--- src/rtl/mips31_pkg.sv ---
// Shared types and constants for the EXE->MEM load/store unit.
// Latency: n/a (declarations only).
// Backpressure: n/a (declarations only).
package mips31_pkg;

    typedef enum logic [1:0] {
        IDLE = 2'd0,
        REQ  = 2'd1,
        WAIT = 2'd2
    } lsu_state_t;

    localparam logic [5:0] OPC_LW = 6'b100011;
    localparam logic [5:0] OPC_SW = 6'b101011;

    // Opcode bits that separate memory ops from everything else, and stores from loads
    localparam int INSTR_MEMOP_BIT = 31;
    localparam int INSTR_STORE_BIT = 29;

    // Write-back mux select encodings
    localparam logic [1:0] WB_SEL_ALU = 2'd0;
    localparam logic [1:0] WB_SEL_MEM = 2'd1;
    localparam logic [1:0] WB_SEL_PC8 = 2'd2;

    function automatic logic is_memop(input logic [31:0] instr);
        return instr[INSTR_MEMOP_BIT];
    endfunction

    function automatic logic is_store(input logic [31:0] instr);
        return instr[INSTR_MEMOP_BIT] & instr[INSTR_STORE_BIT];
    endfunction

endpackage

--- src/rtl/exe_mem_lsu_watchdog.sv ---
// Busy-cycle counter that flags an access which has been outstanding too long.
// Latency: expire is combinational in the MAX_WAIT-th enabled cycle.
// Backpressure: none; clear has priority over enable.
module lsu_watchdog #(
    parameter int unsigned MAX_WAIT = 255
) (
    input  logic clk,
    input  logic reset,
    input  logic clear,
    input  logic enable,
    output logic expire
);

    localparam logic [15:0] LAST_CNT = 16'(MAX_WAIT - 1);

    logic [15:0] cnt_q;
    logic [15:0] cnt_d;

    // Count enabled cycles; restart whenever the access resolves
    always_comb begin
        cnt_d = cnt_q;
        if (clear) begin
            cnt_d = '0;
        end else if (enable) begin
            cnt_d = cnt_q + 16'd1;
        end
    end

    // Fires in the cycle the count would reach MAX_WAIT, so busy lasts exactly MAX_WAIT cycles
    always_comb begin
        expire = enable && (cnt_q == LAST_CNT);
    end

    // Counter register
    always_ff @(posedge clk) begin
        if (reset) begin
            cnt_q <= '0;
        end else begin
            cnt_q <= cnt_d;
        end
    end

endmodule

--- src/rtl/exe_mem_lsu.sv ---
// EXE->MEM pipeline register with a req/gnt/rvalid data-memory handshake for lw/sw.
// Latency: 1 cycle for non-memory ops; memory ops add 1+ cycles until gnt/rvalid or watchdog abort.
// Backpressure: mem_busy stalls the pipeline while an access is outstanding; ena/flush ignored then.
module exe_mem_lsu
    import mips31_pkg::*;
#(
    parameter int unsigned MAX_WAIT  = 255,
    parameter logic [31:0] ERR_RDATA = 32'hDEADBEEF
) (
    input  logic        clk,
    input  logic        reset,
    input  logic        ena,
    input  logic        flush,
    input  logic [31:0] exe_instr_in,
    input  logic [31:0] exe_pc_in,
    input  logic [31:0] exe_alu_result_in,
    input  logic [31:0] exe_GPR_rt_in,
    input  logic        exe_GPR_we_in,
    input  logic [4:0]  exe_GPR_waddr_in,
    input  logic [1:0]  exe_GPR_wdata_select_in,
    output logic        dmem_req,
    output logic        dmem_we,
    output logic [31:0] dmem_addr,
    output logic [31:0] dmem_wdata,
    input  logic        dmem_gnt,
    input  logic        dmem_rvalid,
    input  logic [31:0] dmem_rdata,
    output logic        mem_busy,
    output logic [31:0] mem_instr_out,
    output logic [31:0] mem_pc_out,
    output logic [31:0] mem_alu_result_out,
    output logic [31:0] mem_dmem_rdata_out,
    output logic        mem_GPR_we,
    output logic [4:0]  mem_GPR_waddr,
    output logic [1:0]  mem_GPR_wdata_select,
    output logic        mem_addr_err,
    output logic        mem_timeout
);

    lsu_state_t  state_q,    state_d;
    logic [31:0] instr_q,    instr_d;
    logic [31:0] pc_q,       pc_d;
    logic [31:0] result_q,   result_d;
    logic [31:0] rt_q,       rt_d;
    logic [31:0] rdata_q,    rdata_d;
    logic        gpr_we_q,   gpr_we_d;
    logic        we_pend_q,  we_pend_d;
    logic [4:0]  waddr_q,    waddr_d;
    logic [1:0]  sel_q,      sel_d;
    logic        addr_err_q, addr_err_d;
    logic        timeout_q,  timeout_d;

    logic idle;
    logic capture;
    logic bubble;
    logic misaligned;
    logic start_access;
    logic cur_store;
    logic load_done;
    logic store_done;
    logic abort;
    logic wd_expire;

    // Pipeline events; completion always wins over a simultaneous watchdog expiry
    always_comb begin
        idle         = (state_q == IDLE);
        bubble       = idle && flush;
        capture      = idle && !flush && ena;
        misaligned   = |exe_alu_result_in[1:0];
        start_access = capture && is_memop(exe_instr_in) && !misaligned;
        cur_store    = is_store(instr_q);
        store_done   = (state_q == REQ) && dmem_gnt && cur_store;
        load_done    = ((state_q == REQ) && dmem_gnt && !cur_store && dmem_rvalid) ||
                       ((state_q == WAIT) && dmem_rvalid);
        abort        = wd_expire && !load_done && !store_done;
    end

    // Next-state logic for the access sequencer
    always_comb begin
        state_d = state_q;
        unique case (state_q)
            IDLE: if (start_access) state_d = REQ;
            REQ: begin
                if (store_done || load_done || abort) begin
                    state_d = IDLE;
                end else if (dmem_gnt) begin
                    state_d = WAIT;
                end
            end
            WAIT: if (load_done || abort) state_d = IDLE;
            default: state_d = IDLE;
        endcase
    end

    // Pipeline register contents: bubble, capture, load return and abort
    always_comb begin
        instr_d    = instr_q;
        pc_d       = pc_q;
        result_d   = result_q;
        rt_d       = rt_q;
        rdata_d    = rdata_q;
        gpr_we_d   = gpr_we_q;
        we_pend_d  = we_pend_q;
        waddr_d    = waddr_q;
        sel_d      = sel_q;
        addr_err_d = 1'b0;
        timeout_d  = timeout_q;
        if (bubble) begin
            instr_d   = '0;
            pc_d      = '0;
            result_d  = '0;
            rt_d      = '0;
            rdata_d   = '0;
            gpr_we_d  = 1'b0;
            we_pend_d = 1'b0;
            waddr_d   = '0;
            sel_d     = '0;
        end else if (capture) begin
            instr_d    = exe_instr_in;
            pc_d       = exe_pc_in;
            result_d   = exe_alu_result_in;
            rt_d       = exe_GPR_rt_in;
            we_pend_d  = exe_GPR_we_in;
            waddr_d    = exe_GPR_waddr_in;
            sel_d      = exe_GPR_wdata_select_in;
            // Memory ops hold write enable low until the load data is in hand
            gpr_we_d   = is_memop(exe_instr_in) ? 1'b0 : exe_GPR_we_in;
            addr_err_d = is_memop(exe_instr_in) && misaligned;
        end
        if (load_done) begin
            rdata_d  = dmem_rdata;
            gpr_we_d = we_pend_q;
        end
        if (abort) begin
            rdata_d   = ERR_RDATA;
            gpr_we_d  = 1'b0;
            timeout_d = 1'b1;
        end
    end

    // Memory port and stall outputs; request fields come straight from the captured registers
    always_comb begin
        mem_busy   = (state_q != IDLE);
        dmem_req   = (state_q == REQ);
        dmem_we    = dmem_req && cur_store;
        dmem_addr  = {result_q[31:2], 2'b00};
        dmem_wdata = rt_q;
    end

    // Registered MEM-stage outputs
    always_comb begin
        mem_instr_out        = instr_q;
        mem_pc_out           = pc_q;
        mem_alu_result_out   = result_q;
        mem_dmem_rdata_out   = rdata_q;
        mem_GPR_we           = gpr_we_q;
        mem_GPR_waddr        = waddr_q;
        mem_GPR_wdata_select = sel_q;
        mem_addr_err         = addr_err_q;
        mem_timeout          = timeout_q;
    end

    lsu_watchdog #(
        .MAX_WAIT (MAX_WAIT)
    ) u_watchdog (
        .clk    (clk),
        .reset  (reset),
        .clear  (state_d == IDLE),
        .enable (state_q != IDLE),
        .expire (wd_expire)
    );

    // State and pipeline registers
    always_ff @(posedge clk) begin
        if (reset) begin
            state_q    <= IDLE;
            instr_q    <= '0;
            pc_q       <= '0;
            result_q   <= '0;
            rt_q       <= '0;
            rdata_q    <= '0;
            gpr_we_q   <= 1'b0;
            we_pend_q  <= 1'b0;
            waddr_q    <= '0;
            sel_q      <= '0;
            addr_err_q <= 1'b0;
            timeout_q  <= 1'b0;
        end else begin
            state_q    <= state_d;
            instr_q    <= instr_d;
            pc_q       <= pc_d;
            result_q   <= result_d;
            rt_q       <= rt_d;
            rdata_q    <= rdata_d;
            gpr_we_q   <= gpr_we_d;
            we_pend_q  <= we_pend_d;
            waddr_q    <= waddr_d;
            sel_q      <= sel_d;
            addr_err_q <= addr_err_d;
            timeout_q  <= timeout_d;
        end
    end

endmodule

--- config.mk ---
export PLATFORM = sky130hd
export DESIGN_NAME = exe_mem_lsu
export DESIGN_NICKNAME = d
export VERILOG_FILES = /design/src/rtl/mips31_pkg.sv /design/src/rtl/exe_mem_lsu_watchdog.sv /design/src/rtl/exe_mem_lsu.sv
export SDC_FILE = /design/constraint.sdc
export NUM_CORES = 1
export LEC_CHECK = 0
export BUFFER_PORTS_ARGS = -buffer_cell sky130_fd_sc_hd__buf_2
export CAP_MARGIN = 20
export CORE_MARGIN = 2
export CORE_UTILIZATION = 30
export DETAILED_ROUTE_END_ITERATION = 6
export SLEW_MARGIN = 20
export SYNTH_ARGS = -nofsm -noshare
export SYNTH_HDL_FRONTEND = slang
export SYNTH_SLANG_ARGS = --single-unit
--- constraint.sdc ---
create_clock -name clk -period 2.7 [get_ports clk]
set_clock_uncertainty 0.05 [all_clocks]
set_input_delay 0.27 -clock clk [delete_from_list [all_inputs] [get_ports clk]]
set_output_delay 0.27 -clock clk [all_outputs]
set_load 0.05 [all_outputs]
==> results_dict.tcl <==
set metrics [dict create \
    run_status "complete, no violations" \
    drt_first_pass_iters 5 \
    synth_fa_ha_area_share_pct 0.346 \
    initialDrtViolationCount 518 \
    mappedNetlistArea_sq_um 7220 \
    placed_area_sq_um 9070 \
    crit_chain "and3b_1, o21a_4, or4b_4, a21oi_1" \
    synth_top_family_by_area "simple AND/OR/NAND/NOR gates" \
    start_util_pct 30.7 \
    cp_num_cells 4 \
    hold_path_class "input port to register" \
    rr_startpoint "state_q[1]" \
    htreeDepth 4 \
    cts_sinks 189 \
    synth_top_cells_by_area "dfxtp_1 52%, nand2_1 14%, a21oi_1 11%" \
    worstMarginPinSlew_ns 0.666 \
    grt_max_degree 109 \
    synth-main-ff-cell "dfxtp_1" \
    leakage_nw 4.33 \
    cts_buffers 17 \
    cts_setup_buffers 0 \
    synth-seq-cells 189 \
    synth.largest_area_cell "dfxtp_1" \
    reg2reg_to "mem_dmem_rdata_out[19]" \
    cp_slowest_cell "or4b_4" \
    powerDensity_nw_per_um2 618 \
    fillCellCount 2459 \
    drive_gt1_share_pct 36.0 \
    critPathBufInv 0 \
    nets 1358 \
    tns_ns 0 \
    grt_pass1_wl_mm 35.1 \
    multiInputGateArea_sq_um 2850 \
    routedWlPerCell_microns 14.4 \
    critPathLaunch "state_q[1]" \
    period_share_pct 78.4 \
    yosysUniqueCellTypes 49 \
    mostFrequentLayoutCells "376 x buf_2, 279 x nand2_1, 189 x dfxtp_1, 165 x a21oi_1, 32 x a22oi_1" \
    max-vdd-ir-drop_v 0.000313 \
    slew_viol_final 0 \
    avgSynthCellArea_sq_um 8.35 \
    synth_top_area_share_pct 52.4 \
    required_ns 2.99 \
    drc 0 \
    clockRootBuffer "clkbuf_16" \
    synth_xor_area_share_pct 1.46 \
    dr_total_vias 6984 \
    critPathLaunchType "register" \
    synth_edf_count 0 \
    crit_type "register to register" \
    async_flop_share_pct 0 \
    critPathTopFamily "simple AND/OR/NAND/NOR gates" \
    synth_compound_gate_area_share_pct 17.3 \
    min_period_ns 2.12 \
    dieArea_sq_um 25300 \
    crit_path_end_kind "register" \
    setup_viol 0 \
    grt.busiest_layer "met2" \
    worstPathArrival_ns 2.41 \
    clock_path_buffers 2 \
    pin_count 379 \
    cp_max_fo 25 \
    mostFrequentLayoutCell "buf_2" \
    yosys_warnings 0 \
    design_area_sq_um 9700 \
    grt_usage_pct 16.9 \
    seq_area_sq_um 3780 \
    synth.area.mux_share_pct 0.277 \
    cts_tree "yes" \
    synthCells 865 \
    antenna_found_initial 3 \
    worstSkewPairLatency_ns 0.42 \
    hold_viol 0 \
    core_sq_um 23500 \
    max_stage_delay_ns 0.71 \
    slew_headroom_pct 55.6 \
    die_width_microns 159 \
    grt_util_met1_pct 21.1 \
    critPathCapture "mem_dmem_rdata_out[19]" \
    maxCapViolCount 0 \
    post_synth_and_or_nand_nor_area_fraction_pct 19.8 \
    ff2ff_path_depth 4 \
    die_height_microns 159 \
    yosysSeqAreaShare_pct 52.4 \
    via_per_inst 4.61 \
    wl_mm 21.8 \
    first_global_vias 6595 \
    overflow 0 \
    ant_nets 0 \
    postCtsHoldBufs 5 \
    dpl.hpwl_mm 15.2 \
    rrSetupSlack_ns 0.58 \
    gp_congestion 0.811 \
    use_met2_pct 27.7 \
    area_growth_pct 34.3 \
    ctsResizeCount 0 \
    path_clk_slew_ns 0.08 \
    io_buffers 376 \
    fmax_mhz 472 \
    core.rowCount 56 \
    rsz0062_at_grt "no" \
    met3_usage_pct 5.94 \
]
registers in the layout, indices dropped and copies added, names as in the netlist:
signal and count:
mem_pc_out 32, dmem_wdata 32, mem_dmem_rdata_out 32, state_q 2, mem_alu_result_out 32, mem_GPR_we 1, we_pend_q 1, mem_GPR_waddr 5
mem_addr_err 1, mem_instr_out 32, mem_timeout 1, mem_GPR_wdata_select 2, u_watchdog.cnt_q 16
worst register-to-register path, stage by stage, from the launching register on:
cell and delay [ns]:
dfxtp_1 0.52, and3b_1 0.30, o21a_4 0.26, or4b_4 0.71, a21oi_1 0.20
per-stage QoR:
stage	utilization (%)	worst slack, ns	std cells	total power (W)	hold WS [ns]
after global placement	38.5	0.675	1477	0.00358	0.388
after floorplan	-	0.813	866	0.00335	0.299
final	41.2	0.583	1516	0.00599	0.0242
after CTS	41.2	0.582	1514	0.00611	0.000108
after detailed placement	38.5	0.601	1477	0.00358	0.393
after global routing	41.2	0.467	1514	0.00628	0.00186
cell families (layout without fill, tap and decap cells):
logic type,after synthesis,in the layout
AO/OA/AOI/OAI,217,217
XOR/XNOR,12,12
adder cells (fa/ha/maj),2,2
buffers and inverters,99,428
flip-flops,189,189
multiplexers,2,2
other,1,4
AND/OR/NAND/NOR,343,343
Yosys cell counts (2+ instances only):
library cell	count
a21oi_1	165
xor2_1	7
dlygate4sd3_1	2
and4_1	2
dfxtp_1	189
buf_6	7
buf_2	7
or3_1	3
buf_8	2
nand4_1	6
xnor2_1	5
a211oi_1	4
o211a_1	2
and2b_2	3
a22oi_1	32
ha_1	2
dlymetal6s2s_1	2
buf_1	6
clkbuf_1	37
o21ai_0	3
nor4_1	2
buf_4	33
inv_1	3
nor3_1	26
nor2_1	4
mux2i_1	2
nand2_1	279
a21boi_0	2
nand3_1	8
layout make-up:
cell class / count / area share, %
Inverter: 3 / 0.116
Multi-Input combinational cell: 578 / 29.4
Tap cell: 319 / 4.11
Sequential cell: 189 / 39.0
Antenna cell: 2 / 0.0516
Clock inverter: 12 / 1.25
Timing Repair Buffer: 393 / 21.4
Clock buffer: 20 / 4.71
worst min path at each step:
stage,cells past startpoint,to,from,slack (ns)
6_report,3,mem_instr_out[27],exe_instr_in[27],0.02
5_1_grt,3,mem_instr_out[3],exe_instr_in[3],0.002
4_1_cts,3,mem_GPR_wdata_select[0],exe_GPR_wdata_select_in[0],0.0001
3_5_place_dp,2,dmem_wdata[14],dmem_wdata[14],0.39
3_3_place_gp,2,dmem_wdata[14],dmem_wdata[14],0.39
2_1_floorplan,1,state_q[1],dmem_rvalid,0.30
power by group:
part,internal [W],total [W],switching [W],leakage (nW)
sequential,0.00283,0.00286,0.0000263,1.53
combinational,0.000198,0.000658,0.000460,2.52
clock,0.00128,0.00247,0.00120,0.282
total,0.00431,0.00599,0.00168,4.33
routing by layer:
layer  wire length [microns]  vias to the layer above
met5                      13                        -
met4                     204                        2
met3                    1850                       14
met2                   10200                      277
met1                    9590                     3193
li1                        -                     3498
(Power assumes the default switching activity.)
